**src/rtl/la_lsu_pkg.sv**
```systemverilog
// Shared definitions for the la_lsu_mc load/store unit: op field layout,
// access-size encodings, FSM state type and store-lane helper functions.
package la_lsu_pkg;

    // Operation field layout: {store, unsigned, size[1:0]}
    localparam int OP_STORE    = 3;
    localparam int OP_UNSIGNED = 2;
    localparam int OP_SIZE_HI  = 1;
    localparam int OP_SIZE_LO  = 0;

    // Access size encodings (3 is folded onto word)
    localparam logic [1:0] SZ_B = 2'd0;
    localparam logic [1:0] SZ_H = 2'd1;
    localparam logic [1:0] SZ_W = 2'd2;

    typedef enum logic [1:0] {
        ST_IDLE = 2'd0,
        ST_REQ  = 2'd1,
        ST_WAIT = 2'd2,
        ST_RESP = 2'd3
    } state_t;

    // Fold the reserved size code onto a word access.
    function automatic logic [1:0] norm_size(input logic [1:0] size);
        return (size == 2'd3) ? SZ_W : size;
    endfunction

    // Byte enables for a store of the given size at byte offset off.
    function automatic logic [3:0] calc_wstrb(input logic [1:0] size, input logic [1:0] off);
        case (size)
            SZ_B:    return 4'b0001 << off;
            SZ_H:    return 4'b0011 << off;
            default: return 4'b1111;
        endcase
    endfunction

    // Replicate right-justified store data across every lane it may occupy.
    function automatic logic [31:0] calc_wdata(input logic [1:0] size, input logic [31:0] wdata);
        case (size)
            SZ_B:    return {4{wdata[7:0]}};
            SZ_H:    return {2{wdata[15:0]}};
            default: return wdata;
        endcase
    endfunction

    // Natural-alignment test; byte accesses are always aligned.
    function automatic logic is_misaligned(input logic [1:0] size, input logic [1:0] off);
        case (size)
            SZ_H:    return off[0];
            SZ_W:    return off != 2'b00;
            default: return 1'b0;
        endcase
    endfunction

endpackage

```
**src/rtl/la_lsu_mc_if.sv**
```systemverilog
// Core-side request/response handshake plus data-SRAM port of la_lsu_mc.
// slave: the load/store unit itself; master: the core and memory around it.
interface la_lsu_mc_if #(
    parameter int ADDR_W = 32
);
    logic              req_valid;
    logic              req_ready;
    logic [3:0]        req_op;
    logic [ADDR_W-1:0] req_addr;
    logic [31:0]       req_wdata;

    logic              resp_valid;
    logic              resp_ready;
    logic [31:0]       resp_rdata;
    logic              resp_ale;

    logic              data_sram_req;
    logic              data_sram_wr;
    logic [1:0]        data_sram_size;
    logic [3:0]        data_sram_wstrb;
    logic [ADDR_W-1:0] data_sram_addr;
    logic [31:0]       data_sram_wdata;
    logic              data_sram_addr_ok;
    logic              data_sram_data_ok;
    logic [31:0]       data_sram_rdata;

    modport slave (
        input  req_valid, req_op, req_addr, req_wdata, resp_ready,
               data_sram_addr_ok, data_sram_data_ok, data_sram_rdata,
        output req_ready, resp_valid, resp_rdata, resp_ale,
               data_sram_req, data_sram_wr, data_sram_size, data_sram_wstrb,
               data_sram_addr, data_sram_wdata
    );

    modport master (
        output req_valid, req_op, req_addr, req_wdata, resp_ready,
               data_sram_addr_ok, data_sram_data_ok, data_sram_rdata,
        input  req_ready, resp_valid, resp_rdata, resp_ale,
               data_sram_req, data_sram_wr, data_sram_size, data_sram_wstrb,
               data_sram_addr, data_sram_wdata
    );

endinterface

```
**src/rtl/la_lsu_lane.sv**
```systemverilog
// Load lane extraction: shifts the raw memory word down to the accessed
// byte offset and sign- or zero-extends the selected byte/half/word.
module la_lsu_lane
    import la_lsu_pkg::*;
(
    input  logic [31:0] i_rdata,
    input  logic [1:0]  i_off,
    input  logic [1:0]  i_size,
    input  logic        i_unsigned,
    output logic [31:0] o_data
);

    logic [31:0] w_shifted;

    assign w_shifted = i_rdata >> {i_off, 3'b000};

    // Keep only the accessed bytes and extend them to a full word.
    always_comb begin
        // NOTE: default assignment first so no path leaves o_data unassigned (no latch).
        o_data = w_shifted;
        case (i_size)
            SZ_B:    o_data = {{24{w_shifted[7]  & ~i_unsigned}}, w_shifted[7:0]};
            SZ_H:    o_data = {{16{w_shifted[15] & ~i_unsigned}}, w_shifted[15:0]};
            default: o_data = w_shifted;
        endcase
    end

endmodule

```
**src/rtl/la_lsu_mc.sv**
```systemverilog
// Multi-cycle load/store unit for the LA32R core. Accepts one operation per
// handshake, runs it over a data-SRAM port with addr_ok/data_ok wait states,
// and returns extended load data. Every output comes from a register.
// Optional feature: define LA_LSU_ALE_CHECK_EN to report misaligned accesses
// through resp_ale; otherwise addresses are force-aligned to the access size.
module la_lsu_mc
    import la_lsu_pkg::*;
#(
    parameter int ADDR_W = 32,
    parameter int DATA_W = 32
) (
    input  logic     clk,
    input  logic     reset,
    la_lsu_mc_if.slave bus
);

    if (DATA_W != 32) begin : g_bad_data_w
        $error("la_lsu_mc: DATA_W must be 32");
    end
    if (ADDR_W < 3) begin : g_bad_addr_w
        $error("la_lsu_mc: ADDR_W must be at least 3");
    end

    state_t            r_state;
    logic              r_req_ready;
    logic              r_sram_req;
    logic              r_sram_wr;
    logic [1:0]        r_sram_size;
    logic [3:0]        r_sram_wstrb;
    logic [ADDR_W-1:0] r_sram_addr;
    logic [31:0]       r_sram_wdata;
    logic              r_unsigned;
    logic              r_resp_valid;
    logic [31:0]       r_resp_rdata;
    logic              r_resp_ale;

    logic [1:0]        w_size;
    logic              w_store;
    logic [ADDR_W-1:0] w_addr;
    logic              w_ale_hit;
    logic [31:0]       w_load_data;

    assign w_size  = norm_size(bus.req_op[OP_SIZE_HI:OP_SIZE_LO]);
    assign w_store = bus.req_op[OP_STORE];

`ifdef LA_LSU_ALE_CHECK_EN
    assign w_addr    = bus.req_addr;
    assign w_ale_hit = is_misaligned(w_size, bus.req_addr[1:0]);
`else
    assign w_ale_hit = 1'b0;

    // Drop the low address bits a half/word access cannot use.
    always_comb begin
        w_addr = bus.req_addr;
        if (w_size == SZ_H) begin
            w_addr[0] = 1'b0;
        end else if (w_size == SZ_W) begin
            w_addr[1:0] = 2'b00;
        end
    end
`endif

    la_lsu_lane u_lane (
        .i_rdata    (bus.data_sram_rdata),
        .i_off      (r_sram_addr[1:0]),
        .i_size     (r_sram_size),
        .i_unsigned (r_unsigned),
        .o_data     (w_load_data)
    );

    // Operation FSM: accept, request memory, wait for data, hold the result.
    always_ff @(posedge clk or posedge reset) begin
        if (reset) begin
            r_state      <= ST_IDLE;
            r_req_ready  <= 1'b0;
            r_sram_req   <= 1'b0;
            r_sram_wr    <= 1'b0;
            r_sram_size  <= 2'b00;
            r_sram_wstrb <= 4'b0000;
            r_sram_addr  <= '0;
            r_sram_wdata <= '0;
            r_unsigned   <= 1'b0;
            r_resp_valid <= 1'b0;
            r_resp_rdata <= '0;
            r_resp_ale   <= 1'b0;
        end else begin
            // NOTE: non-blocking assignments so every register updates from pre-edge values.
            case (r_state)
                ST_IDLE: begin
                    if (bus.req_valid && r_req_ready) begin
                        r_req_ready  <= 1'b0;
                        r_sram_wr    <= w_store;
                        r_sram_size  <= w_size;
                        r_sram_wstrb <= w_store ? calc_wstrb(w_size, w_addr[1:0]) : 4'b0000;
                        r_sram_addr  <= w_addr;
                        r_sram_wdata <= w_store ? calc_wdata(w_size, bus.req_wdata) : 32'h0;
                        r_unsigned   <= bus.req_op[OP_UNSIGNED];
                        if (w_ale_hit) begin
                            r_state      <= ST_RESP;
                            r_resp_valid <= 1'b1;
                            r_resp_rdata <= 32'h0;
                            r_resp_ale   <= 1'b1;
                        end else begin
                            r_state    <= ST_REQ;
                            r_sram_req <= 1'b1;
                        end
                    end else begin
                        r_req_ready <= 1'b1;
                    end
                end
                ST_REQ: begin
                    if (bus.data_sram_addr_ok) begin
                        r_sram_req <= 1'b0;
                        if (bus.data_sram_data_ok) begin
                            r_state      <= ST_RESP;
                            r_resp_valid <= 1'b1;
                            r_resp_rdata <= r_sram_wr ? 32'h0 : w_load_data;
                            r_resp_ale   <= 1'b0;
                        end else begin
                            r_state <= ST_WAIT;
                        end
                    end
                end
                ST_WAIT: begin
                    if (bus.data_sram_data_ok) begin
                        r_state      <= ST_RESP;
                        r_resp_valid <= 1'b1;
                        r_resp_rdata <= r_sram_wr ? 32'h0 : w_load_data;
                        r_resp_ale   <= 1'b0;
                    end
                end
                ST_RESP: begin
                    if (bus.resp_ready) begin
                        r_state      <= ST_IDLE;
                        r_resp_valid <= 1'b0;
                        r_resp_ale   <= 1'b0;
                        r_req_ready  <= 1'b1;
                    end
                end
                default: r_state <= ST_IDLE;
            endcase
        end
    end

    assign bus.req_ready       = r_req_ready;
    assign bus.resp_valid      = r_resp_valid;
    assign bus.resp_rdata      = r_resp_rdata;
    assign bus.resp_ale        = r_resp_ale;
    assign bus.data_sram_req   = r_sram_req;
    assign bus.data_sram_wr    = r_sram_wr;
    assign bus.data_sram_size  = r_sram_size;
    assign bus.data_sram_wstrb = r_sram_wstrb;
    assign bus.data_sram_addr  = r_sram_addr;
    assign bus.data_sram_wdata = r_sram_wdata;

endmodule

```
**src/flat_wrapper.sv**
```systemverilog
// flat-port wrapper written by rule: the top's interface ports become plain ports
module la_lsu_mc_flat import la_lsu_pkg::*;
#(
    parameter int ADDR_W = 32,
    parameter int DATA_W = 32
)
  (clk, reset, bus_req_valid, bus_req_op, bus_req_addr, bus_req_wdata, bus_resp_ready, bus_data_sram_addr_ok, bus_data_sram_data_ok, bus_data_sram_rdata, bus_req_ready, bus_resp_valid, bus_resp_rdata, bus_resp_ale, bus_data_sram_req, bus_data_sram_wr, bus_data_sram_size, bus_data_sram_wstrb, bus_data_sram_addr, bus_data_sram_wdata);
  la_lsu_mc_if #(.ADDR_W(ADDR_W)) bus_i ();
  input  logic clk;
  input  logic reset;
  input wire logic [$bits(bus_i.req_valid)-1:0] bus_req_valid;
  input wire logic [$bits(bus_i.req_op)-1:0] bus_req_op;
  input wire logic [$bits(bus_i.req_addr)-1:0] bus_req_addr;
  input wire logic [$bits(bus_i.req_wdata)-1:0] bus_req_wdata;
  input wire logic [$bits(bus_i.resp_ready)-1:0] bus_resp_ready;
  input wire logic [$bits(bus_i.data_sram_addr_ok)-1:0] bus_data_sram_addr_ok;
  input wire logic [$bits(bus_i.data_sram_data_ok)-1:0] bus_data_sram_data_ok;
  input wire logic [$bits(bus_i.data_sram_rdata)-1:0] bus_data_sram_rdata;
  output wire logic [$bits(bus_i.req_ready)-1:0] bus_req_ready;
  output wire logic [$bits(bus_i.resp_valid)-1:0] bus_resp_valid;
  output wire logic [$bits(bus_i.resp_rdata)-1:0] bus_resp_rdata;
  output wire logic [$bits(bus_i.resp_ale)-1:0] bus_resp_ale;
  output wire logic [$bits(bus_i.data_sram_req)-1:0] bus_data_sram_req;
  output wire logic [$bits(bus_i.data_sram_wr)-1:0] bus_data_sram_wr;
  output wire logic [$bits(bus_i.data_sram_size)-1:0] bus_data_sram_size;
  output wire logic [$bits(bus_i.data_sram_wstrb)-1:0] bus_data_sram_wstrb;
  output wire logic [$bits(bus_i.data_sram_addr)-1:0] bus_data_sram_addr;
  output wire logic [$bits(bus_i.data_sram_wdata)-1:0] bus_data_sram_wdata;
  assign bus_i.req_valid = bus_req_valid;
  assign bus_i.req_op = bus_req_op;
  assign bus_i.req_addr = bus_req_addr;
  assign bus_i.req_wdata = bus_req_wdata;
  assign bus_i.resp_ready = bus_resp_ready;
  assign bus_i.data_sram_addr_ok = bus_data_sram_addr_ok;
  assign bus_i.data_sram_data_ok = bus_data_sram_data_ok;
  assign bus_i.data_sram_rdata = bus_data_sram_rdata;
  assign bus_req_ready = bus_i.req_ready;
  assign bus_resp_valid = bus_i.resp_valid;
  assign bus_resp_rdata = bus_i.resp_rdata;
  assign bus_resp_ale = bus_i.resp_ale;
  assign bus_data_sram_req = bus_i.data_sram_req;
  assign bus_data_sram_wr = bus_i.data_sram_wr;
  assign bus_data_sram_size = bus_i.data_sram_size;
  assign bus_data_sram_wstrb = bus_i.data_sram_wstrb;
  assign bus_data_sram_addr = bus_i.data_sram_addr;
  assign bus_data_sram_wdata = bus_i.data_sram_wdata;
  la_lsu_mc #(.ADDR_W(ADDR_W), .DATA_W(DATA_W)) u_core (.clk(clk), .reset(reset), .bus(bus_i));
endmodule
```
**config.mk**
```make
export PLATFORM = sky130hd
export DESIGN_NAME = la_lsu_mc_flat
export DESIGN_NICKNAME = d
export VERILOG_FILES = /design/src/rtl/la_lsu_pkg.sv /design/src/rtl/la_lsu_mc_if.sv /design/src/rtl/la_lsu_lane.sv /design/src/rtl/la_lsu_mc.sv /design/src/flat_wrapper.sv
export SDC_FILE = /design/constraint.sdc
export NUM_CORES = 1
export LEC_CHECK = 0
export BUFFER_PORTS_ARGS = -buffer_cell sky130_fd_sc_hd__buf_2
export CORE_ASPECT_RATIO = 1.4
export CORE_MARGIN = 1.5
export CORE_UTILIZATION = 25
export CTS_CLUSTER_DIAMETER = 150
export DETAILED_ROUTE_END_ITERATION = 7
export RECOVER_POWER = 100
export SLEW_MARGIN = 20
export SYNTH_ARGS = -nofsm -noshare
export SYNTH_HDL_FRONTEND = slang
export SYNTH_SLANG_ARGS = --single-unit
```
**constraint.sdc**
```tcl
create_clock -name clk -period 3.7 [get_ports clk]
set_clock_uncertainty 0.2 [all_clocks]
set_input_delay 0.37 -clock clk [delete_from_list [all_inputs] [get_ports clk]]
set_output_delay 0.37 -clock clk [all_outputs]
set_load 0.03 [all_outputs]
```
* Yosys cells after proc, flatten, opt, wreduce, memory -nomap -nowiden
Cells that the tools add are included.
** Storage, ports and cells
- Flip-flop bits (word level) :: 110
- Output and inout bits :: 107
- Word-level logic and storage cells :: 75
** Operators by class
- Eq/ne operators :: 11
- Shift operators :: 3
- Muxes and demuxes :: 32
- Bitwise logic cells :: 4
- Reductions and logical operators :: 13
** Operators with widths (number)
- case mux 32 bit (2 select lines) :: 3
- two-way mux 32 bit :: 4
- right shift 32 x 5 -> 32 bit :: 1
- two-way mux 1 bit :: 12
- two-way mux 2 bit :: 6
- equality test 2 bit (second input constant) :: 4
- case mux 2 bit (4 select lines) :: 1
- case mux 4 bit (2 select lines) :: 1
- equality test 2 x 1 -> 1 bit (second input constant) :: 3
- logical NOT 2 bit :: 3
- inequality test 2 bit (second input constant) :: 3
- case mux 1 bit (3 select lines) :: 2
- AND reduction 2 bit :: 3
- AND reduction 3 bit :: 2
- nonzero test 2 bit :: 3
- two-way mux 4 bit :: 1
- case mux 1 bit (2 select lines) :: 2
- AND reduction 4 bit :: 1
- << shifter 1 x 2 -> 4 bit (first input constant) :: 1
- << shifter 2 x 2 -> 4 bit (first input constant) :: 1
- AND 1 bit :: 2
- inequality test 2 x 1 -> 1 bit (second input constant) :: 1
- inverter 1 bit :: 2
- logical AND 1 bit :: 1

* Longest topological paths before layout
- Depth after elaboration :: 8
- Gate-level depth with buffers :: 8
- Depth with buffers taken out :: 6

* Modules after synthesis
From an unflattened synthesis, not the netlist that was laid out.
** Unflattened totals
- Cell total of the unflattened synthesis :: 505
- Area, all modules :: 5616.6 µm²
** Modules (own cells, without submodules)
- la_lsu_mc :: times used 1, cells an instance 402, area each 4848.4 µm², sequential area each 2727.6 µm²
- la_lsu_lane :: times used 1, cells an instance 103, area each 768.2 µm², sequential area each 0.0 µm²

* Worst setup path after synthesis
Ideal clock, no wire load.
- Path kind :: flip-flop to flip-flop
- From :: register u_core.r_state[1]
- To :: register u_core.r_resp_rdata[24], in the netlist u_core.bus.resp_rdata[24]
- Library setup time :: 0.068 ns
- Data arrival time :: 1.923 ns
- Data required time :: 3.432 ns
- Setup slack :: 1.509 ns
- Cell stages (with the launch flop) :: 9
- Path buffers :: 2
- Period minus slack after synthesis :: 2.191 ns
- Path through :: dfrtp_1 > inv_1 > ha_1 > mux2i_1 > or3_1 > buf_6 > nor4b_4 > buf_6 > a221o_1
** On the way
- Cells in the longest elaborated chain, start to end :: 3
- Elaborated cells on any way between the ends :: 6
- Classes of those cells :: 3 x eq/ne; 1 x mux; 2 x reduce/logical
** Ends and longest elaborated chain
- start: declaration :: line la_lsu_mc.sv:24 : state_t r_state;
- start signal: assignment :: line la_lsu_mc.sv:74 : r_state <= ST_IDLE;
- start signal: assignment :: line la_lsu_mc.sv:99 : r_state <= ST_RESP;
- start signal: assignment :: line la_lsu_mc.sv:104 : r_state <= ST_REQ;
- equality test 2 x 1 -> 1 bit / equality test 2 bit (equally long branches) :: line la_lsu_mc.sv:88 : case (r_state)
- inequality test 2 bit (no source line) / nonzero test 2 bit (equally long branches)
- AND reduction 2 bit (no source line)
- end signal: assignment :: line la_lsu_mc.sv:117 : r_resp_rdata <= r_sram_wr ? 32'h0 : w_load_data;
- end signal: assignment :: line la_lsu_mc.sv:128 : r_resp_rdata <= r_sram_wr ? 32'h0 : w_load_data;
- end: declaration :: line la_lsu_mc.sv:34 : logic [31:0] r_resp_rdata;
Parallel ways exist; a longest one is shown, timed or not.
A chain may end at the register's enable or synchronous reset.

* Worst setup path after layout
- From :: register u_core.r_state[0]
- To :: register u_core.r_sram_wstrb[2], in the netlist u_core.bus.data_sram_wstrb[2]
** On the way
- Cells in the longest elaborated chain, start to end :: 2
** Ends and longest elaborated chain
- logical NOT 2 bit :: line la_lsu_mc.sv:88
- AND reduction 2 bit (no source line)
- end signal: assignment :: line la_lsu_mc.sv:94 : r_sram_wstrb <= w_store ? calc_wstrb(w_size, w_addr[1:0]) : 4'b0000;
- end: declaration :: line la_lsu_mc.sv:29 : logic [3:0] r_sram_wstrb;
Every way passes these cells.

==> run metrics <==
clock power share 16.5%; post-synth top area share 53.2%; maximum count of clock buffers along a single path 2; leakage power total ~3.2 nW; CTS clk-pin slew, worst paths 0.07 ns; reg-to-reg slack, setup 0.75 ns; worst reg2reg path endpoint u_core.bus.data_sram_wstrb[2]; worst IR drop on VDD 0.324 mV; maximum frequency from static timing analysis 0.339 GHz; antenna violations before repair 2; routed vias 4698; pin count of the biggest net entering global routing 71; aggregate routed wire length 16.2 mm; combinational share of power 47.5%; Sw Ratio 47.6%; cell area after synthesis 5130 um2; sequential fraction of design power 36.1%; sort of element at the start of the critical path flop; worst-margin pin slew 1.73 ns; Netlist cell types 34; slowest cell on the critical path sky130_fd_sc_hd__and3_1; sequential share of the synthesized area 53.2%; clock latency of the later-clocked register in the worst-skew pair 0.36 ns; share of synthesized registers carrying an async set or reset 100%; final weighted congestion in routability-driven placement 0.792; main area contributors after synthesis sky130_fd_sc_hd__dfrtp_1 (53%), sky130_fd_sc_hd__nand2_1 (11%), sky130_fd_sc_hd__mux2i_1 (4.9%); overall die width between 100 and 150 um; capturing element type of the critical path flop; number of synthesized flops with an enable pin 0; Worst Hold Path Cells 3; crit-path leading delay family simple AND/OR/NAND/NOR gates; post-cts gate resize count 0; cell area power density 802 nW/um2; Register-to-Register Path Depth 5; Storage cell area 2730 um2; RSZ-0062 raised after global routing false; hold path start bus_req_addr[10]; Clock Sinks 109; number of nets produced by synthesis around 640; Avg Synthesized Cell Area a little under 10 um2; final count of negative-setup-slack endpoints 0; headroom to the max-slew limit -15.3%; Post-DRT Antenna Nets 0; count of buffer and inverter cells on the critical path 1; final layout net count 856; Post-CTS Hold Fix Bufs 28; critical path peak fanout 43; starting utilization of the core area 25.6%; setup fix buffers added after clock tree synthesis 0; sw power around 2.6 mW; critical path class reg2reg; Pins Over Slew Limit 44; TNS Setup 0 ns; outcome finished, violations left; Tmin final 2.95 ns; leading cell type in the layout, fill and taps excluded sky130_fd_sc_hd__nand2_1; internal power component 2.87 mW; total gr overflow 0; global-route usage over all layers about 15%; synth-to-layout area growth 32.9%; number of max-cap violations 1; Final Non-Filler Cells 1004; placed wire-length estimate between 10 and 15 mm; startpoint of the worst-slack reg-to-reg timing path u_core.r_state[0]; number of DRC markers in iteration 0 247; count of final hold-check violations 0; clock tree from TritonCTS done; wire length of the first global-routing pass 24.3 mm; crit path DAT 3.01 ns; most used flip-flop cell after synthesis sky130_fd_sc_hd__dfrtp_1; violations in the final reports max-capacitance violations, max-slew violations; ratio of final minimum period to clock period 79.6%; critical path required time 3.77 ns; number of global-route vias before repair 4465; destination of the worst hold path u_core.bus.data_sram_addr[10]; type of the worst min-delay path in2reg; synthesis-stage register bit count between 100 and 150; full die area 21400 um2; area of combinational cells with multiple inputs 2220 um2; drt via density approximately 4.7; Synth Instances 528; post-route total power ~5.5 mW; number of placement rows 61; ordered list of cells on the worst path inv_1 > ha_1 > and3_1 > nand2_1 > o21ai_0; number of warnings issued by yosys 0; DRC errors left 0; # IOs 213; # placed instances 958; # port buffers 211; cts bufs inserted 9; crit-path max cell delay 1.38 ns; ratio of cells with drive above 1 in the final layout 19.3%; Core Area ~20000 um2; # H-tree levels 3; number of filler instances in the final layout 2103; average wire length per cell after detail routing 16.1 um; root buffer selected by CTS sky130_fd_sc_hd__clkbuf_16; height of the chip 172 um; drt first pass iters 4; dominant cell type by area after synthesis sky130_fd_sc_hd__dfrtp_1; highest-count cells in the layout ignoring fill and taps sky130_fd_sc_hd__nand2_1 (157), sky130_fd_sc_hd__clkbuf_1 (110), sky130_fd_sc_hd__dfrtp_1 (109)
[stage by stage]
step | setup slack, ns | instance area (um2) | utilization, % | hold slack, ns
6_report | 0.754 | 6810 | 34.1 | 0.0130
3_3_place_gp | 1.11 | 6410 | 32.0 | 0.246
4_1_cts | 1.03 | 6950 | 34.8 | 0.000303
2_1_floorplan | 0.256 | 5130 | - | 0.275
5_1_grt | 0.451 | 6810 | 34.1 | 0.00339
3_5_place_dp | 1.06 | 6410 | 32.0 | 0.250
[tightest hold or removal path, cell delays in order]
cell	delay, ns
sky130_fd_sc_hd__buf_2	0.08
sky130_fd_sc_hd__nand2_1	0.04
sky130_fd_sc_hd__nand2_1	0.05
[cells in the mapped netlist (2+ instances only)]
cell type                    n
sky130_fd_sc_hd__nand2b_1    4
sky130_fd_sc_hd__a22o_1     16
sky130_fd_sc_hd__clkbuf_1   33
sky130_fd_sc_hd__mux2i_1    25
sky130_fd_sc_hd__o31ai_1    18
sky130_fd_sc_hd__ha_1        4
sky130_fd_sc_hd__nor2b_1    18
sky130_fd_sc_hd__mux2_2     16
sky130_fd_sc_hd__nand3_1    10
sky130_fd_sc_hd__buf_6       2
sky130_fd_sc_hd__nor2_1     14
sky130_fd_sc_hd__a221o_1    16
sky130_fd_sc_hd__inv_1       5
sky130_fd_sc_hd__nand2_1   157
sky130_fd_sc_hd__a21oi_1    10
sky130_fd_sc_hd__dfrtp_1   109
sky130_fd_sc_hd__nor3_1      3
sky130_fd_sc_hd__nand3b_1    8
sky130_fd_sc_hd__buf_2       3
sky130_fd_sc_hd__o21ai_0    43
[logic make-up after synthesis]
family                   share of synthesized area, %
buffers and inverters                            3.73
multiplexers                                     8.83
flip-flops                                       53.2
AND/OR/NAND/NOR                                  18.7
AO/OA/AOI/OAI                                    14.5
other                                          0.0731
adder cells (fa/ha/maj)                         0.976
[layer usage]
| layer | track usage, % | wire length (um) | vias up | share of wire (%) |
|---|---|---|---|---|
| met5 | 0 | 18 | - | 0.11 |
| li1 | - | - | 2257 | - |
| met3 | 3.50 | 987 | 27 | 6.1 |
| met1 | 18.3 | 6640 | 2238 | 41 |
| met4 | 7.07 | 479 | 2 | 3.0 |
| met2 | 25.1 | 8040 | 174 | 50 |
[sequential cells by signal, indices dropped and copies added, names as in the netlist, 2 cells and up]
name and cells:
u_core.bus.data_sram_addr 32, u_core.bus.data_sram_wdata 32, u_core.bus.resp_rdata 32, u_core.bus.data_sram_wstrb 4, u_core.bus.data_sram_size 2, u_core.r_state 2
[final cells by class]
class	instances	share of cell area (%)
repair buffers	247	18.6
clock buffers	12	3.47
flip-flops and latches	109	40.0
well taps	252	4.63
inverters	5	0.312
diodes	1	0.0367
multi-input cells	374	32.5
clock inverters	4	0.367
[power by group through the flow]
| stage | Sequential, mW | Clock [mW] | Combinational, mW |
|---|---|---|---|
| global placement | 1.97 | 0 | 2.70 |
| floorplan | 2.81 | 0 | 1.04 |
| global route | 2.04 | 0.994 | 2.84 |
| detailed placement | 1.97 | 0 | 2.74 |
| CTS | 1.96 | 0.939 | 2.76 |
| finish | 1.97 | 0.900 | 2.59 |
[how the worst max path moves through the flow]
| stage | slack, ns | to | cells past startpoint | from |
|---|---|---|---|---|
| floorplan | 0.26 | u_core.bus.data_sram_addr[0] | 1 | reset |
| global placement | 1.11 | u_core.bus.resp_rdata[27] | 6 | u_core.r_state[1] |
| detailed placement | 1.06 | u_core.bus.resp_rdata[22] | 6 | u_core.r_state[1] |
| CTS | 1.03 | u_core.bus.resp_rdata[23] | 6 | u_core.r_state[1] |
| global route | 0.45 | u_core.bus.data_sram_wstrb[2] | 5 | u_core.r_state[0] |
| finish | 0.75 | u_core.bus.data_sram_wstrb[2] | 5 | u_core.r_state[0] |
Power figures use the tool's default switching activity.
